===== src/rtl/if_fetch_unit.sv =====
// Instruction fetch: owns the PC, drives imem req/ack, feeds IF/ID; first valid_o one edge after the FETCH entry edge (zero-wait mem).
// Backpressure: stall_i holds the output, a one-entry skid absorbs the completing fetch; redirect flushes everything.
module if_fetch_unit #(
    parameter int              XLEN     = 32,
    parameter logic [XLEN-1:0] RESET_PC = '0
) (
    input  logic            clk_i,
    input  logic            rst_i,
    input  logic            start_i,
    input  logic            stall_i,
    input  logic            redirect_i,
    input  logic [XLEN-1:0] redirect_pc_i,
    output logic            imem_req_o,
    output logic [XLEN-1:0] imem_addr_o,
    input  logic            imem_ack_i,
    input  logic [XLEN-1:0] imem_data_i,
    output logic [XLEN-1:0] instr_o,
    output logic [XLEN-1:0] pc_o,
    output logic            valid_o
);

    typedef enum logic [1:0] {S_IDLE, S_FETCH, S_SQUASH, S_HOLD} state_t;

    state_t          state_q, state_d;
    logic [XLEN-1:0] pc_q, addr_q;
    logic [XLEN-1:0] skid_instr_q, skid_pc_q;
    logic [XLEN-1:0] rpc, addr_inc;
    logic            out_held, consume;

    assign rpc         = redirect_pc_i & ~XLEN'(3);
    assign addr_inc    = addr_q + XLEN'(4);
    assign out_held    = valid_o & stall_i;
    assign consume     = valid_o & ~stall_i;
    assign imem_addr_o = addr_q;

    always_ff @(posedge clk_i or posedge rst_i) begin
        if (rst_i) state_q <= S_IDLE;
        else       state_q <= state_d;
    end

    always_comb begin
        state_d = state_q;
        unique case (state_q)
            S_IDLE:   if (!redirect_i && start_i) state_d = S_FETCH;
            S_FETCH: begin
                if (imem_ack_i) begin
                    if (!redirect_i && out_held) state_d = S_HOLD;
                end else if (redirect_i) begin
                    state_d = S_SQUASH;
                end
            end
            S_SQUASH: if (imem_ack_i) state_d = S_FETCH;
            S_HOLD:   if (redirect_i || !stall_i) state_d = S_FETCH;
            default:  state_d = S_IDLE;
        endcase
    end

    always_comb begin
        imem_req_o = (state_q == S_FETCH) || (state_q == S_SQUASH);
    end

    always_ff @(posedge clk_i or posedge rst_i) begin
        if (rst_i) begin
            pc_q         <= RESET_PC;
            addr_q       <= RESET_PC;
            skid_instr_q <= '0;
            skid_pc_q    <= '0;
            instr_o      <= '0;
            pc_o         <= '0;
            valid_o      <= 1'b0;
        end else begin
            unique case (state_q)
                S_IDLE: begin
                    if (redirect_i) begin
                        pc_q    <= rpc;
                        addr_q  <= rpc;
                        valid_o <= 1'b0;
                        instr_o <= '0;
                        pc_o    <= '0;
                    end
                end
                S_FETCH: begin
                    if (imem_ack_i && redirect_i) begin
                        pc_q    <= rpc;
                        addr_q  <= rpc;
                        valid_o <= 1'b0;
                        instr_o <= '0;
                        pc_o    <= '0;
                    end else if (imem_ack_i) begin
                        pc_q   <= addr_inc;
                        addr_q <= addr_inc;
                        // A completion is never refused; a stalled output diverts it into the skid.
                        if (out_held) begin
                            skid_instr_q <= imem_data_i;
                            skid_pc_q    <= addr_q;
                        end else begin
                            valid_o <= 1'b1;
                            instr_o <= imem_data_i;
                            pc_o    <= addr_q;
                        end
                    end else if (redirect_i || consume) begin
                        if (redirect_i) pc_q <= rpc;
                        valid_o <= 1'b0;
                        instr_o <= '0;
                        pc_o    <= '0;
                    end
                end
                S_SQUASH: begin
                    // The old request must finish; its data is dropped and the pending target issued next.
                    if (redirect_i) pc_q <= rpc;
                    if (imem_ack_i) addr_q <= redirect_i ? rpc : pc_q;
                    valid_o <= 1'b0;
                    instr_o <= '0;
                    pc_o    <= '0;
                end
                S_HOLD: begin
                    if (redirect_i) begin
                        pc_q         <= rpc;
                        addr_q       <= rpc;
                        valid_o      <= 1'b0;
                        instr_o      <= '0;
                        pc_o         <= '0;
                        skid_instr_q <= '0;
                        skid_pc_q    <= '0;
                    end else if (!stall_i) begin
                        valid_o      <= 1'b1;
                        instr_o      <= skid_instr_q;
                        pc_o         <= skid_pc_q;
                        skid_instr_q <= '0;
                        skid_pc_q    <= '0;
                    end
                end
                default: begin
                    valid_o <= 1'b0;
                end
            endcase
        end
    end

endmodule


===== config.mk =====
export PLATFORM = sky130hd
export DESIGN_NAME = if_fetch_unit
export DESIGN_NICKNAME = d
export VERILOG_FILES = /design/src/rtl/if_fetch_unit.sv
export SDC_FILE = /design/constraint.sdc
export NUM_CORES = 1
export LEC_CHECK = 0
export ABC_AREA = 1
export CAP_MARGIN = 15
export CELL_PAD_IN_SITES_DETAIL_PLACEMENT = 0
export CELL_PAD_IN_SITES_GLOBAL_PLACEMENT = 2
export CORE_MARGIN = 2
export CORE_UTILIZATION = 28
export DETAILED_ROUTE_END_ITERATION = 6
export PLACE_DENSITY = 0.84
export SLEW_MARGIN = 20
export SYNTH_ARGS = -nofsm -noshare
export SYNTH_HDL_FRONTEND = slang
export SYNTH_SLANG_ARGS = --single-unit

===== constraint.sdc =====
create_clock -name clk_i -period 6.6 [get_ports clk_i]
set_input_delay 1.65 -clock clk_i [delete_from_list [all_inputs] [get_ports clk_i]]
set_output_delay 1.65 -clock clk_i [all_outputs]
set_load 0.01 [all_outputs]

==> metrics, run 1 <==
initial detailed-routing violation count 719; Mapped Area 0.0108 mm^2; Sink Count 195; worst hold start pc_o[24]; Routed WL per cell 17.2 um; total I/O pin count 168; via count 10.3k; Clock transition at path regs 0.08 ns; ratio of cells with drive above 1 in the final layout 4.55%; CTS tree yes; core area 0.0385 mm^2; post-route ant nets 0; Placed Area 0.0129 mm^2; WP data required 6.98 ns; CP Launch Type input port; CP arrival 4.38 ns; setup bufs post-CTS 0; switching power total 2.83 mW; initial cell density of the core 28.2%; gr ovfl total 0; Initial DRT Pass Iterations 5; Max Clk Rate 0.250 GHz; Post-route DRC 0; maxcap violations 0; Setup Viol. Count Final 0; CP cell instances clkdlybuf4s50_1, inv_2, buf_4, nand3_1, nor2_1, nor2_4, inv_4, nand2_1, nand2_1; reg2reg setup slack 3.44 ns; Layout area overhead 24.6%; design area 0.0135 mm^2; Root Buffer Master clkbuf_16; hold_ws 0.475 ns; commonest non-fill, non-tap cell in the layout nand2_1; Net Sw Frac 45.7%; synthesized flop and latch total 195; Pleak 6.54 nW; slowest stage delay, CP 0.54 ns; internal power 3.37 mW; antenna cells 0; first-pass GRT wire length 59.6 mm; synth warn 0; combinational power share 48.5%; Net Count, Synth 1,607; Setup WS pre-CTS 2.10 ns; gp weighted congestion 0.835; slowest CP cell buf_4; Finished Layout Cells 2,168; status complete, no violations; Yosys cell types 34; Worst Setup End Kind flop; Worst Setup Slack, final 2.60 ns; die height 201 um; R2R depth 12; most frequent cells in the layout nand2_1, dfrtp_1, clkdlybuf4s50_1; Tightest Pin Transition 0.952 ns; sequential area share after synthesis 45.0%; r2r endpoint instr_o[25]; placed cells 2,137; Final Skew 0.0167 ns; Final Cycle Share 60.5%; CTS Buf Count 17; FFs w/ async S/R, synth 100%; min Tclk post-route 4.00 ns; clock latency on the worst-skew pair 0.46 ns; synthesized instance count 1,531; nets 1,714; peak supply drop 0.000218 V; largest net degree at the start of global routing 110; PortBufs 165; CP max FO 64; Die W 201 um; DP Wirelength 24.6 mm; number of flops mapped to enable cells by yosys 0; worst hold path class flop to flop; Final Util 35.1%; die area 0.0403 mm^2; Power per Cell Area 459 mW/mm^2; Synth Area per Inst 7.08 um^2; sequential share of power 33.7%; unrepaired setup endpoints after global routing false; critical path type input port to flop; vias in the first global route 9,963; Critical Path Most Common Cell nand2_1; sum of negative setup slack 0 ns; Hold Path Depth 2; post-DR vias/cell 4.76; total power 6.19 mW; Resized cells post-CTS 0; initial antenna violation count 2; Main synth FF type dfrtp_1; GRT Resource Usage Total 18.8%; Max Transition Viols Final 0; Min-Delay Endpoint pc_o[24]; Clock Path Buffers 2; hold_buf cts 0; clock share of power 17.8%; Rel. slew slack 36.4%; row count 72; RR Startpoint state_q[1]; drt total wl 37.3 mm; Final Hold Vio Count 0; Clock H-tree levels 4
## cell type report
type	instances	area [um^2]
inverter	156	592
tap	518	648
sequential	195	4880
timing repair buffer	181	1780
clock inverter	14	175
fill	4066	25000
clock buffer	17	425
multi-input combinational	1087	4990
## worst max-delay path: cells and delay by family
family,cells,cell delay (ns)
simple gates,5,0.66
buf+inv,4,1.97
## how the worst max path moves through the flow
stage               depth (start not counted)        endpoint       start  slack [ns]
global placement                            9        pc_o[27]  redirect_i        1.75
floorplan                                   1  imem_addr_o[0]       rst_i        2.43
CTS                                         9        pc_o[15]  redirect_i        2.58
detailed placement                          9     instr_o[25]  redirect_i        2.10
global route                                9        pc_o[15]  redirect_i        2.37
finish                                      9     instr_o[25]  redirect_i        2.60
## cell usage after synthesis (6+ instances only)
master,instances,area [um^2]
xor2_1,14,123
o22ai_1,34,213
a21boi_0,12,90.1
dfrtp_1,195,4880
buf_4,7,52.6
nand2_1,608,2280
clkbuf_1,55,206
ha_1,6,75.1
o21ai_1,7,35.0
nand3_1,112,561
nor2_1,67,251
buf_2,30,150
a21oi_1,46,230
inv_1,147,552
a221oi_1,26,228
o21ai_0,120,601
nor2_2,8,50.1
inv_2,8,30.0
## registers in the layout, indices dropped and copies added (netlist names)
name          flops
imem_addr_o      32
pc_q             32
instr_o          32
skid_instr_q     32
skid_pc_q        32
valid_o           1
pc_o             32
state_q           2
## kinds of logic after synthesis
| logic type | Yosys count | synth area share (%) |
|---|---|---|
| AO/OA/AOI/OAI | 265 | 14.3 |
| XOR/XNOR | 15 | 1.21 |
| adder cells (fa/ha/maj) | 6 | 0.693 |
| buffers and inverters | 249 | 9.21 |
| flip-flops | 195 | 45.0 |
| AND/OR/NAND/NOR | 801 | 29.5 |
## layer usage
metal | vias to the layer above | global-route usage [%] | wire, um | share of wire, %
li1 | 5090 | - | - | -
met1 | 4870 | 26.9 | 17900 | 48
met2 | 302 | 28.4 | 16400 | 44
met3 | 50 | 3.64 | 2110 | 5.6
met4 | 4 | 6.64 | 889 | 2.4
met5 | - | 0 | 31 | 0.083
## power by group through the flow
stage | logic [mW] | registers, mW | clock network [mW]
detailed placement | 3.01 | 2.11 | 0
CTS | 3.03 | 2.09 | 1.14
global placement | 2.98 | 2.11 | 0
finish | 3.00 | 2.09 | 1.10
floorplan | 1.84 | 2.07 | 0
global route | 3.37 | 2.15 | 1.18
Power figures use the tool's default switching activity.
==> inputs of run 2 (changes only) <==
==> constraint.sdc (replaced) <==
create_clock -name clk_i -period 3.5 [get_ports clk_i]
set_input_delay 0.875 -clock clk_i [delete_from_list [all_inputs] [get_ports clk_i]]
set_output_delay 0.875 -clock clk_i [all_outputs]
set_load 0.01 [all_outputs]
==> run 2 against run 1 <==
Net effect: via count is 0.29% higher; flip-flop and latch count unchanged; design area increased by 1.4%; first-iteration DRC count shrank 6.4%; clock skew is 0.0025 ns lower.
==> metrics, run 2 (same netlist as run 1, synthesis figures left out) <==
unrepaired setup endpoints after global routing false; Placed Area 0.0131 mm^2; nets 1,729; worst hold path class flop to flop; antenna cells 0; vias in the first global route 9,986; Worst Setup End Kind flop; ratio of cells with drive above 1 in the final layout 5.34%; Rel. slew slack 49.1%; slowest CP cell clkdlybuf4s50_1; CP cell instances clkdlybuf4s50_1, inv_2, buf_4, nand2_1, nor2_4, inv_2, nand3_1, nor2_4, inv_2, buf_12, nand2_1, nand2_1; via count 10.3k; Sink Count 195; die height 201 um; slowest stage delay, CP 0.54 ns; area of the multi-input gates 0.00498 mm^2; most frequent cells in the layout nand2_1, dfrtp_1, clkdlybuf4s50_1; CTS tree yes; row count 72; Layout area overhead 26.3%; Clock Path Buffers 2; Post-route DRC 0; PortBufs 165; placed cells 2,152; initial antenna violation count 0; total I/O pin count 168; Resized cells post-CTS 0; min Tclk post-route 2.90 ns; first-pass GRT wire length 58.7 mm; hold_buf cts 0; Buf+Inv Stages, Crit Path 6; Routed WL per cell 16.9 um; Root Buffer Master clkbuf_16; total power 11.8 mW; Finished Layout Cells 2,184; Final Cycle Share 82.7%; Initial DRT Pass Iterations 5; post-DR vias/cell 4.74; status complete, no violations; CP max FO 49; Tightest Pin Transition 0.764 ns; CTS Buf Count 17; Max Transition Viols Final 0; FF+latch area 0.00488 mm^2; Pleak 6.64 nW; die area 0.0403 mm^2; Clock H-tree levels 4; clock latency on the worst-skew pair 0.46 ns; CP arrival 3.28 ns; WP data required 3.88 ns; gp weighted congestion 0.810; gr ovfl total 0; post-route ant nets 0; critical path type input port to flop; Power per Cell Area 860 mW/mm^2; sum of negative setup slack 0 ns; design area 0.0137 mm^2; CP Launch Type input port; setup bufs post-CTS 0; initial detailed-routing violation count 673; Max Clk Rate 0.345 GHz; GRT Resource Usage Total 18.6%; Die W 201 um; DP Wirelength 24.8 mm; drt total wl 36.9 mm; maxcap violations 0; Setup Viol. Count Final 0; initial cell density of the core 28.2%; Final Hold Vio Count 0; hold_ws 0.472 ns; core area 0.0385 mm^2; family with the most delay on the worst path buffers and inverters; commonest non-fill, non-tap cell in the layout nand2_1; Final Skew 0.0143 ns; Clock transition at path regs 0.08 ns; reg2reg setup slack 0.96 ns; largest net degree at the start of global routing 97; peak supply drop 0.000405 V; fillers 4,066
run 2: cell types whose count changed in the layout (fill, tap and decap cells not counted), sizes merged:
cell / previous run / this run
buf: 16 / 31
clkinv: 7 / 9
bufinv: 2 / 1
clkinvlp: 2 / 3
inv: 159 / 158
run 2: path summary, 6_finish.rpt:
kind | from | cells past startpoint | endpoint
max in group asynchronous | rst_i | 3 | pc_o[6]
setup / recovery | redirect_i | 12 | pc_o[21]
setup reg to reg | state_q[1] | 11 | skid_pc_q[25]
hold reg to reg | pc_o[31] | 2 | pc_o[31]
hold / removal | pc_o[31] | 2 | pc_o[31]
min in group asynchronous | rst_i | 2 | instr_o[24]
run 2: worst min-delay path, delay by kind of cell (launching register included):
family	cells	cell delay, ns
AND/OR/NAND/NOR	2	0.09
flip-flops	1	0.35
run 2: power by group:
group / internal (mW) / switching, mW / total [mW]
sequential: 3.19 / 0.754 / 3.94
combinational: 2.18 / 3.58 / 5.76
clock: 1.03 / 1.04 / 2.08
total: 6.40 / 5.38 / 11.8
run 2: through the flow:
stage,worst slack (ns),utilization (%)
2_1_floorplan,0.107,-
3_3_place_gp,0.0160,33.9
3_5_place_dp,0.130,34.0
4_1_cts,0.613,35.6
5_1_grt,0.446,35.6
6_report,0.604,35.6
run 2: cell type report:
class / instances / share of cell area, %
multi-input cells: 1087 / 36.4
flip-flops and latches: 195 / 35.6
repair buffers: 196 / 14.4
well taps: 518 / 4.73
inverters: 156 / 4.30
clock buffers: 17 / 3.11
clock inverters: 15 / 1.43
run 2: routing by layer:
metal	vias up	wire (um)	GRT usage, %
li1	5128	-	-
met1	4869	17700	26.3
met2	307	16800	28.9
met3	42	1720	3.36
met4	0	720	5.77
met5	-	0	0
==> inputs of run 3 (changes only) <==
==> constraint.sdc (replaced) <==
create_clock -name clk_i -period 2.6 [get_ports clk_i]
set_input_delay 0.65 -clock clk_i [delete_from_list [all_inputs] [get_ports clk_i]]
set_output_delay 0.65 -clock clk_i [all_outputs]
set_load 0.01 [all_outputs]
==> run 3 against run 2 <==
Net effect: wire length is 0.73% lower; sequential power is 34% higher; clock power is 32% higher; non-clock buffer count is 30 higher; critical path depth is 9 lower; via count is 0.35% higher; combinational power is 45% higher; first-iteration DRC count is 1.9% lower; critical path type is now flop to output port; critical endpoint is now imem_req_o; largest cell class unchanged.
==> metrics, run 3 (same netlist as run 1, synthesis figures left out) <==
die area 0.0403 mm^2; setup bufs post-CTS 0; antenna cells 0; Worst Setup Slack, final 0.0962 ns; largest net degree at the start of global routing 54; most frequent cells in the layout nand2_1, dfrtp_1, clkdlybuf4s50_1; Final Skew 0.0177 ns; CP Launch Type flop; vias in the first global route 10.1k; CP cell instances inv_1, ha_1, clkdlybuf4s50_1; internal power 9.10 mW; Setup WS pre-CTS 0.00749 ns; first-pass GRT wire length 58.9 mm; Resized cells post-CTS 0; hold_buf cts 0; post-DR vias/cell 4.69; Clock H-tree levels 4; Clock Path Buffers 2; WP data required 1.95 ns; GRT Resource Usage Total 18.4%; initial antenna violation count 0; unrepaired setup endpoints after global routing false; slowest stage delay, CP 0.56 ns; Setup Viol. Count Final 0; core area 0.0385 mm^2; combinational power share 50.9%; ratio of cells with drive above 1 in the final layout 6.96%; total I/O pin count 168; Layout area overhead 30.3%; gp weighted congestion 0.842; critical path type flop to output port; Final Cycle Share 96.3%; sequential share of power 32.3%; post-route ant nets 0; gr ovfl total 0; peak supply drop 0.000473 V; Initial DRT Pass Iterations 5; PortBufs 165; Tightest Pin Transition 0.649 ns; DP Wirelength 26.3 mm; CTS Buf Count 17; maxcap violations 0; clock latency on the worst-skew pair 0.46 ns; sum of negative setup slack 0 ns; nets 1,759; Net Sw Frac 44.5%; switching power total 7.28 mW; Max Transition Viols Final 0; Routed WL per cell 16.6 um; Max Clk Rate 0.399 GHz; initial detailed-routing violation count 660; total power 16.4 mW; Final Hold Vio Count 0; min Tclk post-route 2.50 ns; Root Buffer Master clkbuf_16; Final Util 36.7%; Pleak 6.86 nW; CP arrival 1.85 ns; Power per Cell Area 1160 mW/mm^2; row count 72; CTS tree yes; Post-route DRC 0; Rel. slew slack 56.7%; family with the most delay on the worst path buffers and inverters; Clock transition at path regs 0.09 ns; clock share of power 16.8%; die height 201 um; Die W 201 um; Sink Count 195; hold_ws 0.470 ns; via count 10.4k; drt total wl 36.7 mm; CP max FO 4; commonest non-fill, non-tap cell in the layout nand2_1; Buf+Inv Stages, Crit Path 2; initial cell density of the core 28.2%; status complete, no violations; Worst Setup End Kind output port; slowest CP cell clkdlybuf4s50_1; worst hold path class flop to flop
run 3: power groups by stage:
stage / clock network (mW) / registers [mW] / logic, mW
final: 2.75 / 5.29 / 8.34
after global routing: 2.95 / 5.43 / 9.32
after CTS: 2.82 / 5.30 / 8.39
after detailed placement: 0 / 5.36 / 8.34
after global placement: 0 / 5.35 / 8.25
after floorplan: 0 / 5.25 / 4.66
run 3: area by class of cell:
class                      instances  area (um^2)
tap                              518          648
sequential                       195         4880
clock buffer                      18          429
fill                            4028        24300
timing repair buffer             226         2420
multi-input combinational       1087         4980
clock inverter                    14          168
inverter                         156          589
run 3: metrics by stage:
step           std cells  instance area [um^2]
5_1_grt             2214                 14100
2_1_floorplan       1531                 10800
3_5_place_dp        2181                 13500
6_report            2214                 14100
3_3_place_gp        2181                 13500
4_1_cts             2213                 14100
run 3: worst min-delay path, cell delays in order (launching register included):
cell and delay (ns):
dfrtp_1 0.35, nand2_1 0.05, nand2_1 0.04
run 3: metal layers:
layer	vias up	track usage [%]	part of all wire [%]
met5	-	0	0
met4	0	4.95	1.7
li1	5191	-	-
met2	286	29.5	46
met1	4877	25.9	48
met3	28	2.79	4.4
run 3: path summary, 6_finish.rpt:
kind                            slack [ns]  cells after the start           start          endpoint
worst max-delay path                   0.1                      3      state_q[1]        imem_req_o
worst min-delay path                  0.47                      2     instr_o[11]       instr_o[11]
worst max register to register        0.41                     10  imem_addr_o[2]          pc_q[18]
worst min register to register        0.47                      2     instr_o[11]       instr_o[11]
max in group asynchronous             1.32                      4           rst_i  skid_instr_q[26]
min in group asynchronous             0.55                      2           rst_i          pc_o[27]
